`config.mk`:
```
export PLATFORM = sky130hd
export DESIGN_NAME = kws_frame_scheduler_flat
export DESIGN_NICKNAME = d
export VERILOG_FILES = /design/src/rtl/kws_frame_scheduler_if.sv /design/src/rtl/kws_frame_scheduler.sv /design/src/flat_wrapper.sv
export SDC_FILE = /design/constraint.sdc
export NUM_CORES = 1
export LEC_CHECK = 0
export BUFFER_PORTS_ARGS = -buffer_cell sky130_fd_sc_hd__buf_2
export CELL_PAD_IN_SITES_DETAIL_PLACEMENT = 1
export CELL_PAD_IN_SITES_GLOBAL_PLACEMENT = 1
export CORE_ASPECT_RATIO = 2
export CORE_MARGIN = 10
export CORE_UTILIZATION = 36
export CTS_CLUSTER_SIZE = 24
export DETAILED_ROUTE_END_ITERATION = 10
export PLACE_DENSITY_LB_ADDON = 0.1
export REMOVE_ABC_BUFFERS = 1
export SETUP_SLACK_MARGIN = 0.05
export SYNTH_ARGS = -nofsm -noshare
export SYNTH_HDL_FRONTEND = slang
export SYNTH_SLANG_ARGS = --single-unit
```
`constraint.sdc`:
```
create_clock -name clk -period 2.05 [get_ports clk]
set_input_delay 0.3075 -clock clk [delete_from_list [all_inputs] [get_ports clk]]
set_output_delay 0.3075 -clock clk [all_outputs]
set_load 0.01 [all_outputs]
```
`src/rtl/kws_frame_scheduler_if.sv`:
```
// Handshake bundle between the KWS frame scheduler and its frame source, scoring engine and decision stage.
// master = scheduler side, slave = environment side.
interface kws_frame_scheduler_if #(
  parameter int N_KEYWORDS = 10,
  parameter int N_STATES   = 5
);
  localparam int KW_W = (N_KEYWORDS > 1) ? $clog2(N_KEYWORDS) : 1;
  localparam int ST_W = (N_STATES > 1) ? $clog2(N_STATES) : 1;

  logic            frame_valid;
  logic            frame_last;
  logic            frame_ready;
  logic            eng_req;
  logic [KW_W-1:0] eng_kw;
  logic [ST_W-1:0] eng_state;
  logic            eng_first;
  logic            eng_ack;
  logic            dec_start;
  logic            dec_done;

  modport master (
    input  frame_valid, frame_last, eng_ack, dec_done,
    output frame_ready, eng_req, eng_kw, eng_state, eng_first, dec_start
  );

  modport slave (
    output frame_valid, frame_last, eng_ack, dec_done,
    input  frame_ready, eng_req, eng_kw, eng_state, eng_first, dec_start
  );
endinterface

```
`src/rtl/kws_frame_scheduler.sv`:
```
// Walks the shared HMM scoring engine over every (keyword, state) pair per MFCC frame and triggers
// the keyword decision at end of utterance or frame cap. Optional macro KWS_ABORT_EN adds an abort input.
module kws_frame_scheduler #(
  parameter int N_KEYWORDS = 10,
  parameter int N_STATES   = 5,
  parameter int MAX_FRAMES = 100
) (
  input  logic                 clk,
  input  logic                 reset,
`ifdef KWS_ABORT_EN
  input  logic                 abort,
`endif
  kws_frame_scheduler_if.master bus,
  output logic [7:0]           frame_count,
  output logic                 overflow,
  output logic                 busy
);

  localparam int KW_W = (N_KEYWORDS > 1) ? $clog2(N_KEYWORDS) : 1;
  localparam int ST_W = (N_STATES > 1) ? $clog2(N_STATES) : 1;

  localparam logic [KW_W-1:0] KW_LAST = KW_W'(N_KEYWORDS - 1);
  localparam logic [ST_W-1:0] ST_LAST = ST_W'(N_STATES - 1);
  localparam logic [7:0]      MAX_CNT = 8'(MAX_FRAMES);

  localparam logic [1:0] IDLE    = 2'd0;
  localparam logic [1:0] RUN     = 2'd1;
  localparam logic [1:0] DECIDE  = 2'd2;
  localparam logic [1:0] WAITDEC = 2'd3;

  logic [1:0]      state;
  logic [KW_W-1:0] kw;
  logic [ST_W-1:0] st;
  logic            last_q;
  logic [7:0]      frame_count_inc;

  always_comb begin
    frame_count_inc = (frame_count == MAX_CNT) ? frame_count : frame_count + 8'd1;
  end

  always_ff @(posedge clk or posedge reset) begin
    if (reset) begin
      state       <= IDLE;
      kw          <= '0;
      st          <= '0;
      last_q      <= 1'b0;
      frame_count <= 8'd0;
      overflow    <= 1'b0;
    end else begin
`ifdef KWS_ABORT_EN
      if (abort) begin
        state       <= IDLE;
        kw          <= '0;
        st          <= '0;
        last_q      <= 1'b0;
        frame_count <= 8'd0;
      end else begin
`endif
      case (state)
        IDLE: begin
          if (bus.frame_valid) begin
            last_q <= bus.frame_last;
            kw     <= '0;
            st     <= '0;
            state  <= RUN;
            if (frame_count == 8'd0) overflow <= 1'b0;
          end
        end
        RUN: begin
          if (bus.eng_ack) begin
            if (st != ST_LAST) begin
              st <= st + 1'b1;
            end else begin
              st <= '0;
              if (kw != KW_LAST) begin
                kw <= kw + 1'b1;
              end else begin
                // Frame complete: decide on last frame or when the cap is reached.
                kw          <= '0;
                frame_count <= frame_count_inc;
                if (last_q) begin
                  state <= DECIDE;
                end else if (frame_count_inc == MAX_CNT) begin
                  overflow <= 1'b1;
                  state    <= DECIDE;
                end else begin
                  state <= IDLE;
                end
              end
            end
          end
        end
        DECIDE: state <= WAITDEC;
        WAITDEC: begin
          if (bus.dec_done) begin
            frame_count <= 8'd0;
            state       <= IDLE;
          end
        end
        default: state <= IDLE;
      endcase
`ifdef KWS_ABORT_EN
      end
`endif
    end
  end

  assign bus.frame_ready = (state == IDLE);
  assign bus.eng_req     = (state == RUN);
  assign bus.eng_kw      = kw;
  assign bus.eng_state   = st;
  assign bus.eng_first   = (state == RUN) && (frame_count == 8'd0);
  assign bus.dec_start   = (state == DECIDE);
  assign busy            = (state != IDLE);

endmodule

```
`src/flat_wrapper.sv`:
```
// flat-port wrapper written by rule: the top's interface ports become plain ports
module kws_frame_scheduler_flat 
#(
  parameter int N_KEYWORDS = 10,
  parameter int N_STATES   = 5,
  parameter int MAX_FRAMES = 100
)
  (clk, reset, frame_count, overflow, busy, bus_frame_valid, bus_frame_last, bus_eng_ack, bus_dec_done, bus_frame_ready, bus_eng_req, bus_eng_kw, bus_eng_state, bus_eng_first, bus_dec_start);
  kws_frame_scheduler_if #(.N_KEYWORDS(N_KEYWORDS), .N_STATES(N_STATES)) bus_i ();
  input  logic clk;
  input  logic reset;
  output logic [7:0] frame_count;
  output logic overflow;
  output logic busy;
  input wire logic [$bits(bus_i.frame_valid)-1:0] bus_frame_valid;
  input wire logic [$bits(bus_i.frame_last)-1:0] bus_frame_last;
  input wire logic [$bits(bus_i.eng_ack)-1:0] bus_eng_ack;
  input wire logic [$bits(bus_i.dec_done)-1:0] bus_dec_done;
  output wire logic [$bits(bus_i.frame_ready)-1:0] bus_frame_ready;
  output wire logic [$bits(bus_i.eng_req)-1:0] bus_eng_req;
  output wire logic [$bits(bus_i.eng_kw)-1:0] bus_eng_kw;
  output wire logic [$bits(bus_i.eng_state)-1:0] bus_eng_state;
  output wire logic [$bits(bus_i.eng_first)-1:0] bus_eng_first;
  output wire logic [$bits(bus_i.dec_start)-1:0] bus_dec_start;
  assign bus_i.frame_valid = bus_frame_valid;
  assign bus_i.frame_last = bus_frame_last;
  assign bus_i.eng_ack = bus_eng_ack;
  assign bus_i.dec_done = bus_dec_done;
  assign bus_frame_ready = bus_i.frame_ready;
  assign bus_eng_req = bus_i.eng_req;
  assign bus_eng_kw = bus_i.eng_kw;
  assign bus_eng_state = bus_i.eng_state;
  assign bus_eng_first = bus_i.eng_first;
  assign bus_dec_start = bus_i.dec_start;
  kws_frame_scheduler #(.N_KEYWORDS(N_KEYWORDS), .N_STATES(N_STATES), .MAX_FRAMES(MAX_FRAMES)) u_core (.clk(clk), .reset(reset), .bus(bus_i), .frame_count(frame_count), .overflow(overflow), .busy(busy));
endmodule
```
=== Word-level counts from Yosys, hierarchy flattened ===
Cells that the tools add are included.

* Add/subtract/negate cells: 3
* Eq/ne operators: 15
* Mux-type cells: 31
* Reductions and logical operators: 12

{| class="wikitable"
|+ Operators with widths
! kind !! number
|-
| 8-bit 2-to-1 mux || 5
|-
| 8-bit by 7-bit == test with 1-bit output (second input constant) || 2
|-
| 4-bit 2-to-1 mux || 4
|-
| 8-bit one-hot mux with 2 select lines || 1
|-
| 2-bit 2-to-1 mux || 7
|-
| 2-bit inequality test (second input constant) || 6
|-
| 5-bit AND reduction || 2
|-
| 3-bit 2-to-1 mux || 3
|-
| 8-bit by 1-bit adder with 8-bit output (second input constant) || 1
|-
| 8-bit logical NOT || 1
|-
| 2-bit one-hot mux with 4 select lines || 1
|-
| 4-bit one-hot mux with 2 select lines || 1
|-
| 8-bit AND reduction || 1
|-
| 1-bit 2-to-1 mux || 7
|-
| 3-bit one-hot mux with 2 select lines || 1
|-
| 2-bit nonzero test || 3
|-
| 4-bit by 1-bit adder with 4-bit output (second input constant) || 1
|-
| 2-bit == test (second input constant) || 2
|-
| 2-bit by 1-bit inequality test with 1-bit output (second input constant) || 2
|-
| 4-bit inequality test (second input constant) || 1
|-
| 4-bit AND reduction || 1
|-
| 3-bit by 1-bit adder with 3-bit output (second input constant) || 1
|-
| 3-bit inequality test (second input constant) || 1
|-
| 3-bit AND reduction || 1
|-
| other kinds (5) || 5
|}

* Register bits after elaboration: 19
* Output and inout bits: 21

=== Depth between registers and ports, before layout ===
Gate-level depths: netlist (run 1).

* Depth in word-level cells: 9
* Mapped depth: 7
* Depth with buffers taken out: 6

=== Worst setup path after synthesis (run 1) ===
No wires, ideal clock.

* Path kind: register -> output
* Start: reg u_core.frame_count[0]
* End: out bus_eng_first
* Data arrival time: 1,873 ps
* Required time: 1,742 ps
* Path slack: -131 ps
* Stages on the path, launching flop included: 6
* Path buffers: 0
* Cell sequence: dfrtp_1 inv_1 ha_1 or4b_4 or4_4 nor2_1

* Cells in the longest elaborated chain, start to end: 2

{| class="wikitable"
|+ RTL lines
! element !! line !! RTL
|-
| start: declaration || kws_frame_scheduler.sv:14 || <nowiki>output logic [7:0] frame_count,</nowiki>
|-
| start signal: assignment || kws_frame_scheduler.sv:80 || <nowiki>frame_count <= frame_count_inc;</nowiki>
|-
| 8-bit logical NOT || kws_frame_scheduler.sv:112 || <nowiki>assign bus.eng_first = (state == RUN) && (frame_count == 8'd0);</nowiki>
|-
| 1-bit logical AND || kws_frame_scheduler.sv:112 ||
|-
| end: declaration || flat_wrapper.sv:23 || <nowiki>output wire logic [$bits(bus_i.eng_first)-1:0] bus_eng_first;</nowiki>
|}

Every way passes these cells.

=== Worst setup path in the final report (run 1) ===
Ends and elaborated chain as after synthesis.

==> flow_summary.toml, run 1 <==
[placement]
place.port_buffers = 26
hpwl_um = 3140
routabilityCongestion = 0.849

[yosys]
synthTopCellsByArea = "dfrtp_1 (38%), ha_1 (6.0%), nor2_1 (3.3%), o21ai_0 (3.2%), inv_1 (3.0%)"
yosysTopAreaCellShare_pct = 38.1
avgSynthCellArea_um2 = 9.53
ys_types = 43
yosysWarnings = 0
synth_ff_type = "dfrtp_1"
ys_ff_latch = 19
synth-edff-count = 0
async_flop_share_pct = 100
syn-cell-area_um2 = 1250
yosysTopAreaCell = "dfrtp_1"
ys_seq_area_share_pct = 38.1
netlist_instances = 131

[clock_network]
cts_sinks = 19
cts_htree_levels = 1
cts_buffers = 3
clk_pin_slew_ns = 0.08
cts_buffer_depth = 2
insertion_delay_ns = 0.26
clock-root-buffer = "clkbuf_8"
cts_hold_buf = 0
cts_tree = "yes"

[sta]
clock_skew_ns = 0.00376
hold_viol_final = 0
report.final.slew_viol_count = 0
post-route-period-util_pct = 112
timing.final.crit_period_ns = 2.29
fin_hold_ws_ns = 0.193
max-slew-margin-rel_pct = 46.4
timing.final.ws_setup_ns = -0.241
setup_viol = 4
rsz0062_at_grt = "yes"
tightest_slew_ns = 0.804
fmax_mhz = 436

[worst_setup_path]
r2r_setup_slack_ns = -0.05
critPathArrivalTime_ns = 1.98
startpoint_type = "flop"
reg2reg_depth = 9
cp.required_ns = 1.74
crit_path_start = "u_core.frame_count[0]"
path_class = "reg2out"
critical_path.max_fanout = 2
regToRegEndpoint = "u_core.overflow"
worstReg2RegStart = "u_core.frame_count[0]"
critPathCaptureType = "output port"
crit_path_end = "bus_eng_first"

[grt]
grt_max_degree = 20
grt_overflow = 0
grt.total_usage_pct = 12.9
antenna_found_initial = 0
first_global_vias = 1335
grt_pass1_wl_um = 6290

[routing]
final_antenna_net_count = 0
firstDrtPassIters = 4
drc = 0
first_iter_violations = 25
via_count = 1184
routed_wl_um = 3960
drt-wirelength-per-cell_um = 19.4
via_per_inst = 5.80

[pwr]
peakVddDrop_mv = 0.337
power.total_mw = 1.09
power_density_nw_per_um2 = 673
p_leak_nw = 0.794

[finish]
nets = 185
fill_cells = 420
final_cell_mix = "buf_2 (26), dfrtp_1 (19), buf_4 (14)"
num_antenna_cells = 0
final_layout_size_suffix_gt1_share_pct = 36.6
ff_latch_area_um2 = 475
areaGrowthSynthToFinish_pct = 29.2
multiInputGateArea_um2 = 748
mostFrequentLayoutCell = "buf_2"

[run_status]
violations = "setup timing"
status = "complete, but fails checks"

[floorplanning]
die_y_um = 103
die_w_um = 61.6
rows = 30
design.core.area_um2 = 3380
initial_utilization_pct = 37.0
io_pins = 27
die-area_um2 = 6370

[flow_run]
cap_violations = 0

[min_path]
hp-class = "in2async"
worst max-delay path, cell delays in order, from the launching register on:
cell	delay (ns)
dfrtp_1	0.39
inv_2	0.09
ha_4	0.13
or4b_4	0.46
or4_4	0.44
nor2_2	0.09
buf_2	0.13
routing by layer:
| metal | wire length (um) | global-route usage (%) | vias to the layer above |
|---|---|---|---|
| li1 | - | - | 564 |
| met1 | 1360 | 12.0 | 584 |
| met2 | 2320 | 24.9 | 26 |
| met3 | 154 | 2.44 | 10 |
| met4 | 128 | 6.40 | 0 |
| met5 | 0 | 0 | - |
kinds of logic (layout without fill, tap and decap cells):
logic type,after synthesis,after routing,share of synthesized area [%]
buffers and inverters,15,56,5.31
flip-flops,19,19,38.1
AND/OR/NAND/NOR,52,52,24.1
adder cells (fa/ha/maj),6,6,6.01
AO/OA/AOI/OAI,35,35,23.0
multiplexers,4,4,3.41
state kept, by name, summed over array words and instances (netlist names), named ones only:
register	count
u_core.frame_count	8
u_core.bus.eng_kw	4
u_core.bus.eng_state	3
u_core.last_q	1
u_core.overflow	1
u_core.state	1
report_power, final:
part | internal, mW | switching, mW
Combinational | 0.152 | 0.169
Sequential | 0.432 | 0.0607
Clock | 0.138 | 0.134
final cells by class:
class | count | share of cell area (%)
multi-input cells | 97 | 46.4
flip-flops and latches | 19 | 29.5
repair buffers | 42 | 16.5
clock buffers | 4 | 2.79
well taps | 32 | 2.48
inverters | 10 | 2.33
worst min path at each step:
stage	from	endpoint	slack, ns	depth (start not counted)
after floorplan	reset	asynchronous set/reset pin	0.26	1
after global placement	reset	u_core.frame_count[6]	0.49	2
after detailed placement	reset	u_core.frame_count[5]	0.49	2
after CTS	reset	u_core.bus.eng_state[0]	0.22	2
after global routing	reset	u_core.overflow	0.23	2
final	reset	u_core.frame_count[5]	0.19	2
cell usage after synthesis, types with 4 or more instances:
master,n
a22o_1,4
and3_1,4
dfrtp_1,19
ha_1,6
inv_1,10
nand2_1,9
nand3_1,7
nor2_1,11
nor3_1,4
o21ai_0,8
stage by stage:
stage	cell area [um^2]	cells	setup TNS (ns)	util (%)	worst slack [ns]
after floorplan	1220	126	-0.131	-	-0.131
after global placement	1480	196	0	43.8	0.0507
after detailed placement	1480	196	-0.000666	43.8	-0.000666
after CTS	1540	200	-0.256	45.5	-0.256
after global routing	1610	204	-0.717	47.7	-0.320
final	1610	204	-0.379	47.7	-0.241
timing repair:
action	CTS	global route
setup buffers	0	4
gates resized for setup	3	9
pin swaps	0	6
endpoints found under the setup margin	1	9
Note: power is estimated with default switching activity, not from simulation.
==> inputs of run 2 (changes only) <==
--- a/config.mk
+++ b/config.mk
@@ -13,7 +13,8 @@
 export CORE_UTILIZATION = 36
 export CTS_CLUSTER_SIZE = 24
 export DETAILED_ROUTE_END_ITERATION = 10
-export PLACE_DENSITY_LB_ADDON = 0.1
+export PLACE_DENSITY = 0.75
+export RECOVER_POWER = 25
 export REMOVE_ABC_BUFFERS = 1
 export SETUP_SLACK_MARGIN = 0.05
 export SYNTH_ARGS = -nofsm -noshare
==> flow_summary.toml, run 2 (synthesis gave the netlist of run 1 again) <==
[run_status]
status = "complete, but fails checks"
violations = "setup timing"

[grt]
grt.total_usage_pct = 13.3
antenna_found_initial = 0
grt_max_degree = 20
grt_overflow = 0
first_global_vias = 1353
grt_pass1_wl_um = 6430

[routing]
drt-wirelength-per-cell_um = 19.8
final_antenna_net_count = 0
via_count = 1213
drc = 0
first_iter_violations = 16
via_per_inst = 5.98
firstDrtPassIters = 4
routed_wl_um = 4010

[pwr]
power_density_nw_per_um2 = 692
p_leak_nw = 0.794
peakVddDrop_mv = 0.361

[sta]
hold_viol_final = 0
setup_viol = 1
tightest_slew_ns = 0.791
report.final.slew_viol_count = 0
rsz0062_at_grt = "yes"
clock_skew_ns = 0.00673
max-slew-margin-rel_pct = 47.2
timing.final.crit_period_ns = 2.33
fmax_mhz = 430
fin_hold_ws_ns = 0.181
post-route-period-util_pct = 113
timing.final.ws_setup_ns = -0.275

[floorplanning]
die_w_um = 61.6
die-area_um2 = 6370
io_pins = 27
die_y_um = 103
rows = 30
design.core.area_um2 = 3380
initial_utilization_pct = 37.0

[finish]
fin_util_pct = 46.8
nets = 184
final_cell_area_um2 = 1580
areaGrowthSynthToFinish_pct = 26.7
regMostFlops = "u_core.frame_count"
largest_reg_flops = 8
final_layout_size_suffix_gt1_share_pct = 34.5
final_cell_mix = "buf_2 (25), dfrtp_1 (19), buf_4 (15)"
num_antenna_cells = 0
mostFrequentLayoutCell = "buf_2"

[clock_network]
cts_sinks = 19
cts_buffer_depth = 2
cts_htree_levels = 1
clock-root-buffer = "clkbuf_8"
clk_pin_slew_ns = 0.08
insertion_delay_ns = 0.27
cts_tree = "yes"
cts_buffers = 3

[min_path]
hp-class = "in2async"

[placement]
hpwl_um = 3150
place.port_buffers = 26
placed_area_um2 = 1490
pre_cts_slack_ns = -0.00557
routabilityCongestion = 0.841

[worst_setup_path]
reg2reg_depth = 7
critPathCaptureType = "output port"
regToRegEndpoint = "u_core.overflow"
critPathArrivalTime_ns = 2.02
startpoint_type = "flop"
cp.required_ns = 1.74
critical_path.max_fanout = 2
worstReg2RegStart = "u_core.frame_count[0]"
r2r_setup_slack_ns = 0.07
crit_slowest_cell = "or4_4"
path_class = "reg2out"
crit_path_max_incr_delay_ns = 0.46
path_cells = "inv_2 -> ha_4 -> or4b_4 -> or4_4 -> nor2_4 -> buf_6"

[flow_run]
cap_violations = 0
run 2: how the worst max path moves through the flow:
stage,end,startpoint,slack [ns],depth (start not counted)
after CTS,bus_eng_first,u_core.frame_count[0],-0.26,6
final,bus_eng_first,u_core.frame_count[0],-0.28,6
after detailed placement,bus_eng_first,u_core.frame_count[0],-0.006,6
after floorplan,bus_eng_first,u_core.frame_count[0],-0.13,5
after global routing,bus_eng_first,u_core.frame_count[0],-0.32,6
after global placement,bus_eng_first,u_core.frame_count[0],0.04,6
run 2: metrics by stage:
step                total power, mW  cells  TNS (ns)
CTS                            1.11    201    -0.260
global route                   1.17    203    -0.319
floorplan                     0.692    126    -0.131
global placement              0.801    197         0
finish                         1.09    203    -0.275
detailed placement            0.834    197  -0.00557
run 2: area by class of cell:
| type | instances | area, um^2 |
|---|---|---|
| inverter | 10 | 37.5 |
| timing repair buffer | 41 | 249 |
| multi-input combinational | 97 | 734 |
| tap | 32 | 40.0 |
| clock buffer | 4 | 45.0 |
| sequential | 19 | 475 |
| fill | 405 | 1800 |
run 2: critical path: cells and delay by family (launching register included):
family,cells,cell delay [ns]
fa+ha+maj,1,0.13
buf+inv,2,0.20
flops,1,0.40
simple gates,3,1.01
run 2: metal layers:
layer / track usage, % / part of all wire, % / vias to the layer above
met3: 2.69 / 5.6 / 9
met2: 25.0 / 57 / 26
met5: 0 / 0 / -
met1: 12.5 / 35 / 609
li1: - / - / 569
met4: 6.92 / 2.9 / 0
run 2: power by group:
part	leakage [nW]	total, mW	switching, mW	internal, mW
Sequential	0.248	0.495	0.0631	0.432
Combinational	0.523	0.325	0.175	0.150
Clock	0.0228	0.274	0.136	0.139
run 2: repair_timing:
item / 4_1_cts / 5_1_grt
buffers inserted: 0 / 2
hold buffers: 0 / 0
endpoints found under the setup margin: 1 / 5
gates resized for setup: 4 / 5
gates cloned: 0 / 0
endpoints found under the hold margin: 0 / 0
==> inputs of run 3 (changes only) <==
--- a/config.mk
+++ b/config.mk
@@ -14,7 +14,7 @@
 export CTS_CLUSTER_SIZE = 24
 export DETAILED_ROUTE_END_ITERATION = 10
 export PLACE_DENSITY = 0.75
-export RECOVER_POWER = 25
+export RECOVER_POWER = 50
 export REMOVE_ABC_BUFFERS = 1
 export SETUP_SLACK_MARGIN = 0.05
 export SYNTH_ARGS = -nofsm -noshare
==> flow_summary.toml, run 3 (synthesis gave the netlist of run 1 again) <==
[sta]
report.final.slew_viol_count = 0
timing.final.ws_setup_ns = -0.274
clock_skew_ns = 0.00541
post-route-period-util_pct = 113
hold_viol_final = 0
fmax_mhz = 430
timing.final.crit_period_ns = 2.32
max-slew-margin-rel_pct = 46.9
fin_setup_tns_ns = -0.274
setup_viol = 1
tightest_slew_ns = 0.795
rsz0062_at_grt = "yes"
fin_hold_ws_ns = 0.184

[pwr]
p_leak_nw = 0.758
sequentialPowerShare_pct = 46.0
power.share.combinational_pct = 28.8
peakVddDrop_mv = 0.359
p_clk_share_pct = 25.2
power.total_mw = 1.08
switchingPower_mw = 0.375
swShare_pct = 34.7
p_int_mw = 0.706
power_density_nw_per_um2 = 689

[finish]
mostFrequentLayoutCell = "dfrtp_1"
final_layout_size_suffix_gt1_share_pct = 28.7
num_antenna_cells = 0
fin_util_pct = 46.4
final_cell_mix = "dfrtp_1 (19), buf_2 (15), buf_4 (15)"
regMostFlops = "u_core.frame_count"
areaGrowthSynthToFinish_pct = 25.7
final_cell_area_um2 = 1570
largest_reg_flops = 8
nets = 184
stdcell_count = 203

[placement]
pre_cts_slack_ns = -0.00557
placed_area_um2 = 1490
dp.cells = 197
place.port_buffers = 26
routabilityCongestion = 0.841
hpwl_um = 3150

[routing]
firstDrtPassIters = 4
final_antenna_net_count = 0
top_layer_used = "met4"
first_iter_violations = 14
routed_wl_um = 4030
drt-wirelength-per-cell_um = 19.9
drc = 0
wl_met1_um = 1400
wl_met2_um = 2270
routed-wl-met3_um = 238
via_count = 1223
via_per_inst = 6.02

[worst_setup_path]
startpoint_type = "flop"
path_class = "reg2out"
cp.required_ns = 1.74
crit_path_max_incr_delay_ns = 0.46
critPathCaptureType = "output port"
critPathArrivalTime_ns = 2.02
crit_slowest_cell = "or4_4"
path_cells = "inv_2 -> ha_4 -> or4b_4 -> or4_4 -> nor2_4 -> buf_6"
critical_path.max_fanout = 2

[clock_network]
cts_sinks = 19
clock-root-buffer = "clkbuf_8"
clk_pin_slew_ns = 0.07
cts_buffers = 3
cts_hold_buf = 0
insertion_delay_ns = 0.27
cts_tree = "yes"
cts_buffer_depth = 2
cts_htree_levels = 1

[floorplanning]
die_y_um = 103
initial_utilization_pct = 37.0
io_pins = 27
design.core.area_um2 = 3380
rows = 30
die_w_um = 61.6
die-area_um2 = 6370

[run_status]
status = "complete, but fails checks"
violations = "setup timing"

[grt]
first_global_vias = 1353
grt.total_usage_pct = 13.3
grt_max_degree = 20
grt_pass1_wl_um = 6430
grt_overflow = 0
antenna_found_initial = 0

[flow_run]
cap_violations = 0

[min_path]
hp-class = "in2async"
==> run 3: cell type report <==
class / instances / area [um^2]
fillers: 411 / 1810
multi-input cells: 97 / 734
flip-flops and latches: 19 / 475
repair buffers: 41 / 236
clock buffers: 4 / 45.0
well taps: 32 / 40.0
inverters: 10 / 37.5
==> run 3: worst max-delay path, delay by kind of cell, from the launching register on <==
kind / cells / cell delay (ns)
flip-flops: 1 / 0.40
adder cells (fa/ha/maj): 1 / 0.13
AND/OR/NAND/NOR: 3 / 1.01
buffers and inverters: 2 / 0.20
==> run 3: final timing paths <==
kind | start | depth (start not counted) | slack [ns] | end
worst max-delay path | u_core.frame_count[0] | 6 | -0.27 | bus_eng_first
worst min-delay path | reset | 2 | 0.18 | u_core.frame_count[0]
worst max register to register | u_core.frame_count[0] | 7 | 0.07 | u_core.overflow
worst min register to register | u_core.bus.eng_state[2] | 1 | 0.55 | u_core.bus.eng_state[2]
max in group asynchronous | reset | 2 | 1.37 | u_core.bus.eng_kw[3]
min in group clk | bus_frame_last | 2 | 0.28 | u_core.last_q
==> run 3: power by group through the flow <==
stage | Clock (mW) | Combinational (mW) | Sequential, mW
2_1_floorplan | 0 | 0.172 | 0.520
3_3_place_gp | 0 | 0.305 | 0.496
3_5_place_dp | 0 | 0.329 | 0.504
4_1_cts | 0.283 | 0.331 | 0.497
5_1_grt | 0.294 | 0.351 | 0.511
6_report | 0.273 | 0.311 | 0.497
==> run 3: per-layer routing <==
layer	global-route usage, %	up-vias
met5	0	-
met4	6.92	0
met3	2.69	9
met2	25.0	36
met1	12.5	608
li1	-	570
==> run 3: what timing repair did <==
action	4_1_cts	5_1_grt
buffers inserted	0	2
resized for setup	4	5
setup endpoints to repair	1	5
